===== src/rtl/decode_pipe.sv =====
// Decode stage of a MIPS-style pipeline: fetch holding register, register file
// with write-through, operand forwarding, hazard detection, branch/jump resolution.
module decode_pipe #(
    parameter int DATA_W = 32,
    parameter int NREG   = 32,
    parameter int FWD_N  = 2,
    localparam int AW    = $clog2(NREG)
) (
    input  logic                    clk,
    input  logic                    rst_n,
    input  logic                    if_valid,
    output logic                    if_ready,
    input  logic [DATA_W-1:0]       if_pc4,
    input  logic [31:0]             if_instr,
    output logic                    ex_valid,
    input  logic                    ex_ready,
    output logic [DATA_W-1:0]       ex_rs_val,
    output logic [DATA_W-1:0]       ex_rt_val,
    output logic [DATA_W-1:0]       ex_imm,
    output logic [AW-1:0]           ex_rs,
    output logic [AW-1:0]           ex_rt,
    output logic [AW-1:0]           ex_rd,
    output logic [7:0]              ex_ctrl,
    output logic                    ex_syscall,
    input  logic                    wb_we,
    input  logic [AW-1:0]           wb_addr,
    input  logic [DATA_W-1:0]       wb_data,
    input  logic [FWD_N-1:0]        fwd_valid,
    input  logic [FWD_N*AW-1:0]     fwd_addr,
    input  logic [FWD_N*DATA_W-1:0] fwd_data,
    output logic                    redirect,
    output logic [DATA_W-1:0]       redirect_pc,
    output logic [15:0]             stall_cnt
);
    localparam logic [5:0] OP_R = 6'h00, OP_ADDI = 6'h08, OP_LW = 6'h23, OP_SW = 6'h2B;
    localparam logic [5:0] OP_BEQ = 6'h04, OP_BNE = 6'h05, OP_J = 6'h02, OP_JAL = 6'h03;
    localparam logic [5:0] F_ADD = 6'h20, F_SUB = 6'h22, F_AND = 6'h24, F_OR = 6'h25;
    localparam logic [5:0] F_SLT = 6'h2A, F_JR = 6'h08, F_SYS = 6'h0C;

    logic [31:0]       d_instr_r;
    logic [DATA_W-1:0] d_pc4_r;
    logic              d_valid_r;
    logic [DATA_W-1:0] rf_r [NREG];

    logic              ex_valid_r, ex_syscall_r;
    logic [DATA_W-1:0] ex_rs_val_r, ex_rt_val_r, ex_imm_r;
    logic [AW-1:0]     ex_rs_r, ex_rt_r, ex_rd_r;
    logic [7:0]        ex_ctrl_r;
    logic [15:0]       stall_cnt_r;

    logic [5:0]        op_s, funct_s;
    logic [AW-1:0]     rs_s, rt_s, rd_s, ex_dest_s;
    logic [DATA_W-1:0] imm_s, rs_val_s, rt_val_s, target_s, br_tgt_s, j_tgt_s;
    logic [7:0]        ctrl_s;
    logic              syscall_s, uses_rs_s, uses_rt_s, is_br_s, br_cmp_rt_s;
    logic              taken_s, is_jal_s, load_use_s, br_haz_s, hazard_s;
    logic              d_advance_s, redirect_s, if_ready_s;
    logic              unused_shamt_s;

    assign op_s     = d_instr_r[31:26];
    assign rs_s     = AW'(d_instr_r[25:21]);
    assign rt_s     = AW'(d_instr_r[20:16]);
    assign rd_s     = AW'(d_instr_r[15:11]);
    assign funct_s  = d_instr_r[5:0];
    assign imm_s    = {{(DATA_W-16){d_instr_r[15]}}, d_instr_r[15:0]};
    assign br_tgt_s = d_pc4_r + {imm_s[DATA_W-3:0], 2'b00};
    assign j_tgt_s  = {d_pc4_r[DATA_W-1:28], d_instr_r[25:0], 2'b00};
    assign unused_shamt_s = ^d_instr_r[10:6];

    // Operand select: lowest-index forward wins, then write-through, then register file
    always_comb begin
        rs_val_s = (wb_we && wb_addr == rs_s) ? wb_data : rf_r[rs_s];
        rt_val_s = (wb_we && wb_addr == rt_s) ? wb_data : rf_r[rt_s];
        for (int i = FWD_N - 1; i >= 0; i--) begin
            rs_val_s = (fwd_valid[i] && fwd_addr[i*AW +: AW] == rs_s) ? fwd_data[i*DATA_W +: DATA_W] : rs_val_s;
            rt_val_s = (fwd_valid[i] && fwd_addr[i*AW +: AW] == rt_s) ? fwd_data[i*DATA_W +: DATA_W] : rt_val_s;
        end
        rs_val_s = (rs_s == {AW{1'b0}}) ? {DATA_W{1'b0}} : rs_val_s;
        rt_val_s = (rt_s == {AW{1'b0}}) ? {DATA_W{1'b0}} : rt_val_s;
    end

    // Instruction decode and branch/jump resolution
    always_comb begin
        ctrl_s      = 8'd0;
        syscall_s   = 1'b0;
        uses_rs_s   = 1'b0;
        uses_rt_s   = 1'b0;
        is_br_s     = 1'b0;
        br_cmp_rt_s = 1'b0;
        taken_s     = 1'b0;
        is_jal_s    = 1'b0;
        target_s    = br_tgt_s;
        case (op_s)
            OP_R: begin
                uses_rs_s = 1'b1;
                uses_rt_s = 1'b1;
                case (funct_s)
                    F_ADD:   ctrl_s = 8'b1000_1010;
                    F_SUB:   ctrl_s = 8'b1000_1110;
                    F_AND:   ctrl_s = 8'b1000_1000;
                    F_OR:    ctrl_s = 8'b1000_1001;
                    F_SLT:   ctrl_s = 8'b1000_1111;
                    F_JR: begin
                        is_br_s  = 1'b1;
                        taken_s  = 1'b1;
                        target_s = rs_val_s;
                    end
                    F_SYS:   syscall_s = 1'b1;
                    default: ctrl_s = 8'd0;
                endcase
            end
            OP_ADDI: begin
                uses_rs_s = 1'b1;
                ctrl_s    = 8'b1001_0010;
            end
            OP_LW: begin
                uses_rs_s = 1'b1;
                ctrl_s    = 8'b1101_0010;
            end
            OP_SW: begin
                uses_rs_s = 1'b1;
                uses_rt_s = 1'b1;
                ctrl_s    = 8'b0011_0010;
            end
            OP_BEQ, OP_BNE: begin
                uses_rs_s   = 1'b1;
                uses_rt_s   = 1'b1;
                is_br_s     = 1'b1;
                br_cmp_rt_s = 1'b1;
                taken_s     = (rs_val_s == rt_val_s) ^ (op_s == OP_BNE);
            end
            OP_J: begin
                taken_s  = 1'b1;
                target_s = j_tgt_s;
            end
            OP_JAL: begin
                taken_s  = 1'b1;
                target_s = j_tgt_s;
                is_jal_s = 1'b1;
                ctrl_s   = 8'b1001_0010;
            end
            default: ctrl_s = 8'd0;
        endcase
    end

    assign ex_dest_s  = ex_ctrl_r[3] ? ex_rd_r : ex_rt_r;
    assign load_use_s = ex_valid_r && ex_ctrl_r[6] && (ex_rt_r != {AW{1'b0}}) &&
                        ((uses_rs_s && ex_rt_r == rs_s) || (uses_rt_s && ex_rt_r == rt_s));
    assign br_haz_s   = is_br_s && ex_valid_r && ex_ctrl_r[7] && (ex_dest_s != {AW{1'b0}}) &&
                        ((ex_dest_s == rs_s) || (br_cmp_rt_s && ex_dest_s == rt_s));
    assign hazard_s    = d_valid_r && (load_use_s || br_haz_s);
    assign d_advance_s = d_valid_r && !hazard_s && (!ex_valid_r || ex_ready);
    assign redirect_s  = d_advance_s && taken_s;
    assign if_ready_s  = !d_valid_r || d_advance_s;

    // Fetch holding register; a fetch landing in a redirect cycle is dropped
    always_ff @(posedge clk or negedge rst_n) begin
        if (!rst_n) begin
            d_valid_r <= 1'b0;
            d_instr_r <= 32'd0;
            d_pc4_r   <= {DATA_W{1'b0}};
        end else if (if_valid && if_ready_s && !redirect_s) begin
            d_valid_r <= 1'b1;
            d_instr_r <= if_instr;
            d_pc4_r   <= if_pc4;
        end else if (d_advance_s) begin
            d_valid_r <= 1'b0;
        end
    end

    // ID/EX slot: load decoded instruction, insert bubble, or hold under backpressure
    always_ff @(posedge clk or negedge rst_n) begin
        if (!rst_n) begin
            ex_valid_r   <= 1'b0;
            ex_syscall_r <= 1'b0;
            ex_ctrl_r    <= 8'd0;
            ex_rs_val_r  <= {DATA_W{1'b0}};
            ex_rt_val_r  <= {DATA_W{1'b0}};
            ex_imm_r     <= {DATA_W{1'b0}};
            ex_rs_r      <= {AW{1'b0}};
            ex_rt_r      <= {AW{1'b0}};
            ex_rd_r      <= {AW{1'b0}};
        end else if (d_advance_s) begin
            ex_valid_r   <= 1'b1;
            ex_syscall_r <= syscall_s;
            ex_ctrl_r    <= ctrl_s;
            ex_rs_val_r  <= is_jal_s ? d_pc4_r : rs_val_s;
            ex_rt_val_r  <= rt_val_s;
            ex_imm_r     <= is_jal_s ? {DATA_W{1'b0}} : imm_s;
            ex_rs_r      <= is_jal_s ? {AW{1'b0}} : rs_s;
            ex_rt_r      <= is_jal_s ? AW'(5'd31) : rt_s;
            ex_rd_r      <= is_jal_s ? AW'(5'd31) : rd_s;
        end else if (ex_ready || !ex_valid_r) begin
            ex_valid_r   <= 1'b0;
            ex_syscall_r <= 1'b0;
            ex_ctrl_r    <= 8'd0;
            ex_rs_val_r  <= {DATA_W{1'b0}};
            ex_rt_val_r  <= {DATA_W{1'b0}};
            ex_imm_r     <= {DATA_W{1'b0}};
            ex_rs_r      <= {AW{1'b0}};
            ex_rt_r      <= {AW{1'b0}};
            ex_rd_r      <= {AW{1'b0}};
        end
    end

    // Register file; register 0 is never written
    always_ff @(posedge clk or negedge rst_n) begin
        if (!rst_n) begin
            for (int i = 0; i < NREG; i++) rf_r[i] <= {DATA_W{1'b0}};
        end else if (wb_we && wb_addr != {AW{1'b0}}) begin
            rf_r[wb_addr] <= wb_data;
        end
    end

    // Saturating stall-cycle counter
    always_ff @(posedge clk or negedge rst_n) begin
        if (!rst_n) begin
            stall_cnt_r <= 16'd0;
        end else if (hazard_s && stall_cnt_r != 16'hFFFF) begin
            stall_cnt_r <= stall_cnt_r + 16'd1;
        end
    end

    assign if_ready    = if_ready_s;
    assign ex_valid    = ex_valid_r;
    assign ex_syscall  = ex_syscall_r;
    assign ex_ctrl     = ex_ctrl_r;
    assign ex_rs_val   = ex_rs_val_r;
    assign ex_rt_val   = ex_rt_val_r;
    assign ex_imm      = ex_imm_r;
    assign ex_rs       = ex_rs_r;
    assign ex_rt       = ex_rt_r;
    assign ex_rd       = ex_rd_r;
    assign redirect    = redirect_s;
    assign redirect_pc = target_s;
    assign stall_cnt   = stall_cnt_r;
endmodule


===== config.mk =====
export PLATFORM = sky130hd
export DESIGN_NAME = decode_pipe
export DESIGN_NICKNAME = d
export VERILOG_FILES = /design/src/rtl/decode_pipe.sv
export SDC_FILE = /design/constraint.sdc
export NUM_CORES = 2
export LEC_CHECK = 0
export CAP_MARGIN = 10
export CORE_UTILIZATION = 40
export DETAILED_ROUTE_END_ITERATION = 10
export PLACE_DENSITY_LB_ADDON = 0.12
export SYNTH_ARGS = -nofsm -noshare
export SYNTH_HDL_FRONTEND = slang
export SYNTH_SLANG_ARGS = --single-unit

===== constraint.sdc =====
create_clock -name clk -period 7.7 [get_ports clk]
set_input_delay 1.54 -clock clk [delete_from_list [all_inputs] [get_ports clk]]
set_output_delay 1.54 -clock clk [all_outputs]
set_load 0.05 [all_outputs]

After elaboration in Yosys (flattened, before gate mapping). Index checks and enable logic that the tools add are counted.

Eq/ne operators: 26. Add/sub/neg operators: 2. Bitwise gates (word level): 4. Divide/modulo/power cells: 0. Order comparisons: 4. Shift operators: 0. Reductions and logical operators: 47. Multipliers: 0. Multiplexer cells: 51.

Operators with widths (number): bitwise mux 1024 bit (1); 2-to-1 mux 32 bit (20); binary-select mux 32 bit (select 5 bit) (2); demux 32 bit (select 5 bit) (1); one-hot mux 32 bit (2 select lines) (1); == test 5 bit (10); == test 6 bit, second input constant (7); 2-to-1 mux 5 bit (8); one-hot mux 8 bit (5 select lines) (1); adder 32 bit (1); == test 32 bit (1); one-hot mux 8 bit (4 select lines) (1); logical AND 1 bit (25); == test 6 x 4 -> 1 bit, second input constant (3); greater-or-equal comparator 6 bit, second input constant (3); inverter 5 -> 6 bit (3); adder 16 x 1 -> 16 bit, second input constant (1); 2-to-1 mux 8 bit (2); inequality test 16 bit, second input constant (1); nonzero test 5 bit (3); == test 6 x 2 -> 1 bit, second input constant (2); == test 6 x 3 -> 1 bit, second input constant (2); 2-to-1 mux 1 bit (12); logical NOT 5 bit (2); 11 further kinds (21).

Memories: 0. Bits in read-only memories: 0. Logic and storage cells: 179. Bits of input ports: 182. Memory bits (writable): 0. Register bits after elaboration: 1226. Bits in latches: 0.

Longest topological paths before layout.
Word-level depth: 16. Depth in mapped cells: 21. Gate-level depth less buffers: 15.

Worst setup path before layout. No wires, ideal clock.

Kind: in2out. From: input port wb_addr[1]. To: output port redirect. Arrival: 5547 ps. Data required time: 6160 ps. Buffers on the path: 3. Path slack: 613 ps. Cell stages on the path: 15. Cells stage by stage: clkbuf_1 > xor2_1 > or2_2 > a211oi_4 > a22oi_1 > o221a_2 > or3_1 > a2111oi_2 > o2111ai_1 > nor4_1 > and4_1 > o21ai_2 > buf_6 > buf_12 > a21oi_1.

Cells in the longest elaborated chain, start to end: 10. Elaborated cells on any way between the ends: 16. Classes of those cells: eq/ne: 3; mux: 9; bitwise: 1; reduce/logical: 3.

Ends and longest elaborated chain: start, declared (RTL line 26) `input logic [AW-1:0] wb_addr,`; == test 5 bit (on tied branches) (RTL line 72, 73); logical AND 1 bit (on tied branches) (RTL line 72, 73); 2-to-1 mux 32 bit (on tied branches) (RTL line 72, 73); 2-to-1 mux 32 bit (on tied branches) (2 in a row) (RTL line 75, 76); 2-to-1 mux 32 bit (on tied branches) (RTL line 78, 79); == test 32 bit (*) (RTL line 130) `taken_s = (rs_val_s == rt_val_s) ^ (op_s == OP_BNE);`; bitwise XOR 1 bit (*) (RTL line 130); one-hot mux 1 bit (3 select lines) (*) (RTL line 93) `case (op_s)`; logical AND 1 bit (*) (RTL line 153) `assign redirect_s = d_advance_s && taken_s;`; end, declared (RTL line 31) `output logic redirect,`.

Mark *: on every way between the ends. The rest lies on a longest branch, timed or not.

Worst setup path after layout.
From: input port wb_we. To: output port redirect.

Cells in the longest elaborated chain, start to end: 9. Elaborated cells on any way between the ends: 14. Classes of those cells: eq/ne: 1; mux: 9; bitwise: 1; reduce/logical: 3.

Ends and longest elaborated chain: start, declared (RTL line 25) `input logic wb_we,`; logical AND 1 bit (on tied branches) (RTL line 72, 73); 2-to-1 mux 32 bit (on tied branches) (RTL line 72, 73); 2-to-1 mux 32 bit (on tied branches) (2 in a row) (RTL line 75, 76); 2-to-1 mux 32 bit (on tied branches) (RTL line 78, 79); == test 32 bit (*) (RTL line 130); bitwise XOR 1 bit (*) (RTL line 130); one-hot mux 1 bit (3 select lines) (*) (RTL line 93); logical AND 1 bit (*) (RTL line 153).

Marked as above.

==> out/metrics.csv <==
stage,metric,value,unit
status,status,finished clean,
global_route,first-pass GRT wire length,429000,um
critical_path,Critical R2R Launch,d_instr_r[21],
hold_path,worst hold-check path type,flip-flop to flip-flop,
clocking,TritonCTS buffer count,145,
hold_path,Hold Crit Start,rf_r[1018],
critical_path,R2R depth,16,
yosys,post-synth top area share,43.5,%
floorplanning,# rows,152,
global_route,met3 GRT Util,7.21,%
clocking,"Hold-fix buffers, CTS",0,
floorplanning,IO Pins,353,
floorplanning,core area,172000,um2
drt,Routed Antenna Nets,0,
place,GP Congestion,1.01,
critical_path,Crit. End Element,primary output,
job,# Max-Cap Violations,0,
pwr,power per cell area,460,nW/um2
global_route,grt peak-use layer,met2,
yosys,Synth cell types,93,
critical_path,FF-to-FF setup slack,1.40,ns
hold_path,Worst Hold Depth,0,
drt,initial DRC count,6014,
drt,drt drc,0,
clocking,Clock Path Buffers,3,
yosys,#FFs+latches synth,1210,
global_route,largest net degree at the start of global routing,168,
clocking,Worst-path clk slew,0.05,ns
drt,post-DR wirelength/cell,38.1,um
layout,nets,5916,
yosys,Post-synth EDFFs,0,
yosys,synthesized area per cell,12.8,um2
hold_path,WHS Endpoint,rf_r[1018],
yosys,Synth area leaders,"dfrtp_1 (43%), mux2_2 (16%), mux4_2 (15%)",
drt,average vias per placed instance,6.62,
yosys,post-synth top area cell,dfrtp_1,
drt,DRT Pass-1 Iters,8,
layout,"most common cell after layout, fill and taps aside",dfrtp_1,
floorplanning,Initial Utilization,40.4,%
pwr,leakage,34.6,nW
critical_path,CP startpoint kind,input pin,
yosys,Mapped Nets,5667,
sta,WHS,0.395,ns
yosys,main flop type after synthesis,dfrtp_1,
clocking,CTS tree,done,
global_route,initial antenna violation count,25,
critical_path,type of the worst setup path,input pin to primary output,
layout,most frequent cells in the layout,"dfrtp_1 (1199), mux2_2 (985), mux4_2 (451), buf_4 (335), clkdlybuf4s50_1 (317)",
layout,synth-to-layout area growth,17.0,%
sta,"Setup violations, final",0,
sta,Rel. slew slack,4.92,%
critical_path,critical-path maximum fanout,6,
sta,Period minus WS final,7.59,ns
global_route,remaining global-route overflow,0,
clocking,worst skew pair latency,0.82,ns
critical_path,worst endpoint required time,6.16,ns
place,# port buffers,352,
floorplanning,Die H,419,um
layout,fillers,15500,
drt,via count,53800,
layout,share of layout cells above drive strength 1,38.6,%
global_route,met2 Use GR,52.1,%
floorplanning,chip width,419,um
global_route,total track usage,34.9,%
drt,WL final,310000,um
yosys,Async SR Flop Fraction,100,%
sta,Final Hold Viols,0,
layout,"Core Util, Final",47.3,%
global_route,vias in the first global route,53000,
sta,Clock Skew,0.0400,ns
critical_path,CP arrival,6.05,ns
sta,Worst-Margin Slew,1.42,ns
critical_path,worst reg2reg endpoint,d_pc4_r[16],
yosys,synthesized area,69700,um2
clocking,clock sink count,1210,
clocking,H-tree lvl count,4,
sta,Final period util,98.6,%
yosys,Syn. warnings,0,
sta,fmax,0.132,GHz
sta,Max Slew Vio Count,0,
pwr,Peak VDD IR,350,uV
floorplanning,Die Footprint,176000,um2
place,Post-DP HPWL,208000,um
clocking,Root Driver,clkbuf_16,
global_route,GR Layer Usage met1,45.5,%
yosys,sequential share of the synthesized area,43.5,%
yosys,Mapped Cells,5454,
[power breakdown]
part / switching, mW / total [mW] / leakage, nW / internal, mW
sequential: 1.56 / 9.33 / 15.5 / 7.77
combinational: 12.7 / 21.0 / 16.7 / 8.33
clock: 2.90 / 7.17 / 2.40 / 4.27
[routing by layer]
layer	routed length, um	share of wire (%)	vias to the layer above
li1	-	-	21600
met1	122000	39	28500
met2	137000	44	2920
met3	26500	8.6	774
met4	24700	8.0	14
met5	91	0.029	-
[cell type report]
cell class	instances	area (um2)	share of cell area [%]
Antenna cell	12	30.0	0.0368
Clock buffer	210	4260	5.22
Clock inverter	40	623	0.764
Inverter	30	113	0.138
Multi-Input combinational cell	3608	36500	44.8
Sequential cell	1210	30300	37.2
Tap cell	2310	2890	3.54
Timing Repair Buffer	708	6770	8.30
[flip-flops by register name, indices dropped and copies added (netlist names)]
register and cells:
ex_rt_val 32, ex_ctrl 8, ex_rt 5, d_pc4_r 32, stall_cnt 16, ex_rs_val 32, ex_rd 5, d_instr_r 32
ex_syscall 1, d_valid_r 1, ex_valid 1, ex_rs 5, ex_imm 16, rf_r 1024
[metrics by stage]
step	cells	power, mW	setup WS [ns]	TNS, ns	cell area [um2]
floorplan	5454	21.4	0.613	0	69700
global placement	7854	29.7	-0.111	-0.111	76400
detailed placement	7854	29.8	-0.119	-0.119	76400
CTS	8108	37.1	0.0537	0	81400
global route	8120	38.7	-0.0249	-0.0249	81500
finish	8128	37.5	0.107	0	81500
[synthesized netlist by cell type (all sizes together) (65+ instances only)]
cell,instances
clkbuf,405
and2,74
mux2,986
a22o,69
nor2,161
o221ai,75
o21ai,168
dfrtp,1210
nand2,242
a21oi,101
mux2i,172
mux4,455
a222oi,65
buf,201
and3,91
nand3,190
[worst max-delay path by stage]
stage | startpoint | to | slack (ns) | depth (start not counted)
3_5_place_dp | fwd_addr[1] | redirect | -0.12 | 17
5_1_grt | fwd_addr[6] | redirect | -0.02 | 16
4_1_cts | d_instr_r[23] | redirect | 0.05 | 17
3_3_place_gp | fwd_addr[2] | redirect | -0.11 | 17
2_1_floorplan | wb_addr[1] | redirect | 0.61 | 15
6_report | wb_we | redirect | 0.11 | 14
[critical path, cell delays in order]
cell	delay, ns
clkdlybuf4s50_1	0.66
o2111ai_1	0.34
or3_1	0.61
buf_4	0.23
o31ai_1	0.20
a311oi_1	0.11
or3_1	0.38
a2111oi_2	0.55
o2111ai_1	0.27
nor4_2	0.34
and4_1	0.32
o21ai_4	0.09
a21oi_1	0.17
buf_4	0.25
[logic make-up (layout without fill, tap and decap cells)]
logic type | after synthesis | count (layout) | synth area share [%]
other cells | 0 | 12 | 0
simple gates | 971 | 971 | 7.62
mux | 1613 | 1613 | 33.1
xor+xnor | 92 | 92 | 1.17
fa+ha+maj | 31 | 31 | 0.567
buf+inv | 636 | 988 | 4.56
compound gates | 901 | 901 | 9.50
flops | 1210 | 1210 | 43.5
[timing repair]
item | in CTS | in global routing
endpoints found under the setup margin | 1 | 2
pin swaps | 0 | 4
setup buffers | 4 | 8
gates resized for setup | 1 | 14
Note: power is estimated with default switching activity, not from simulation.
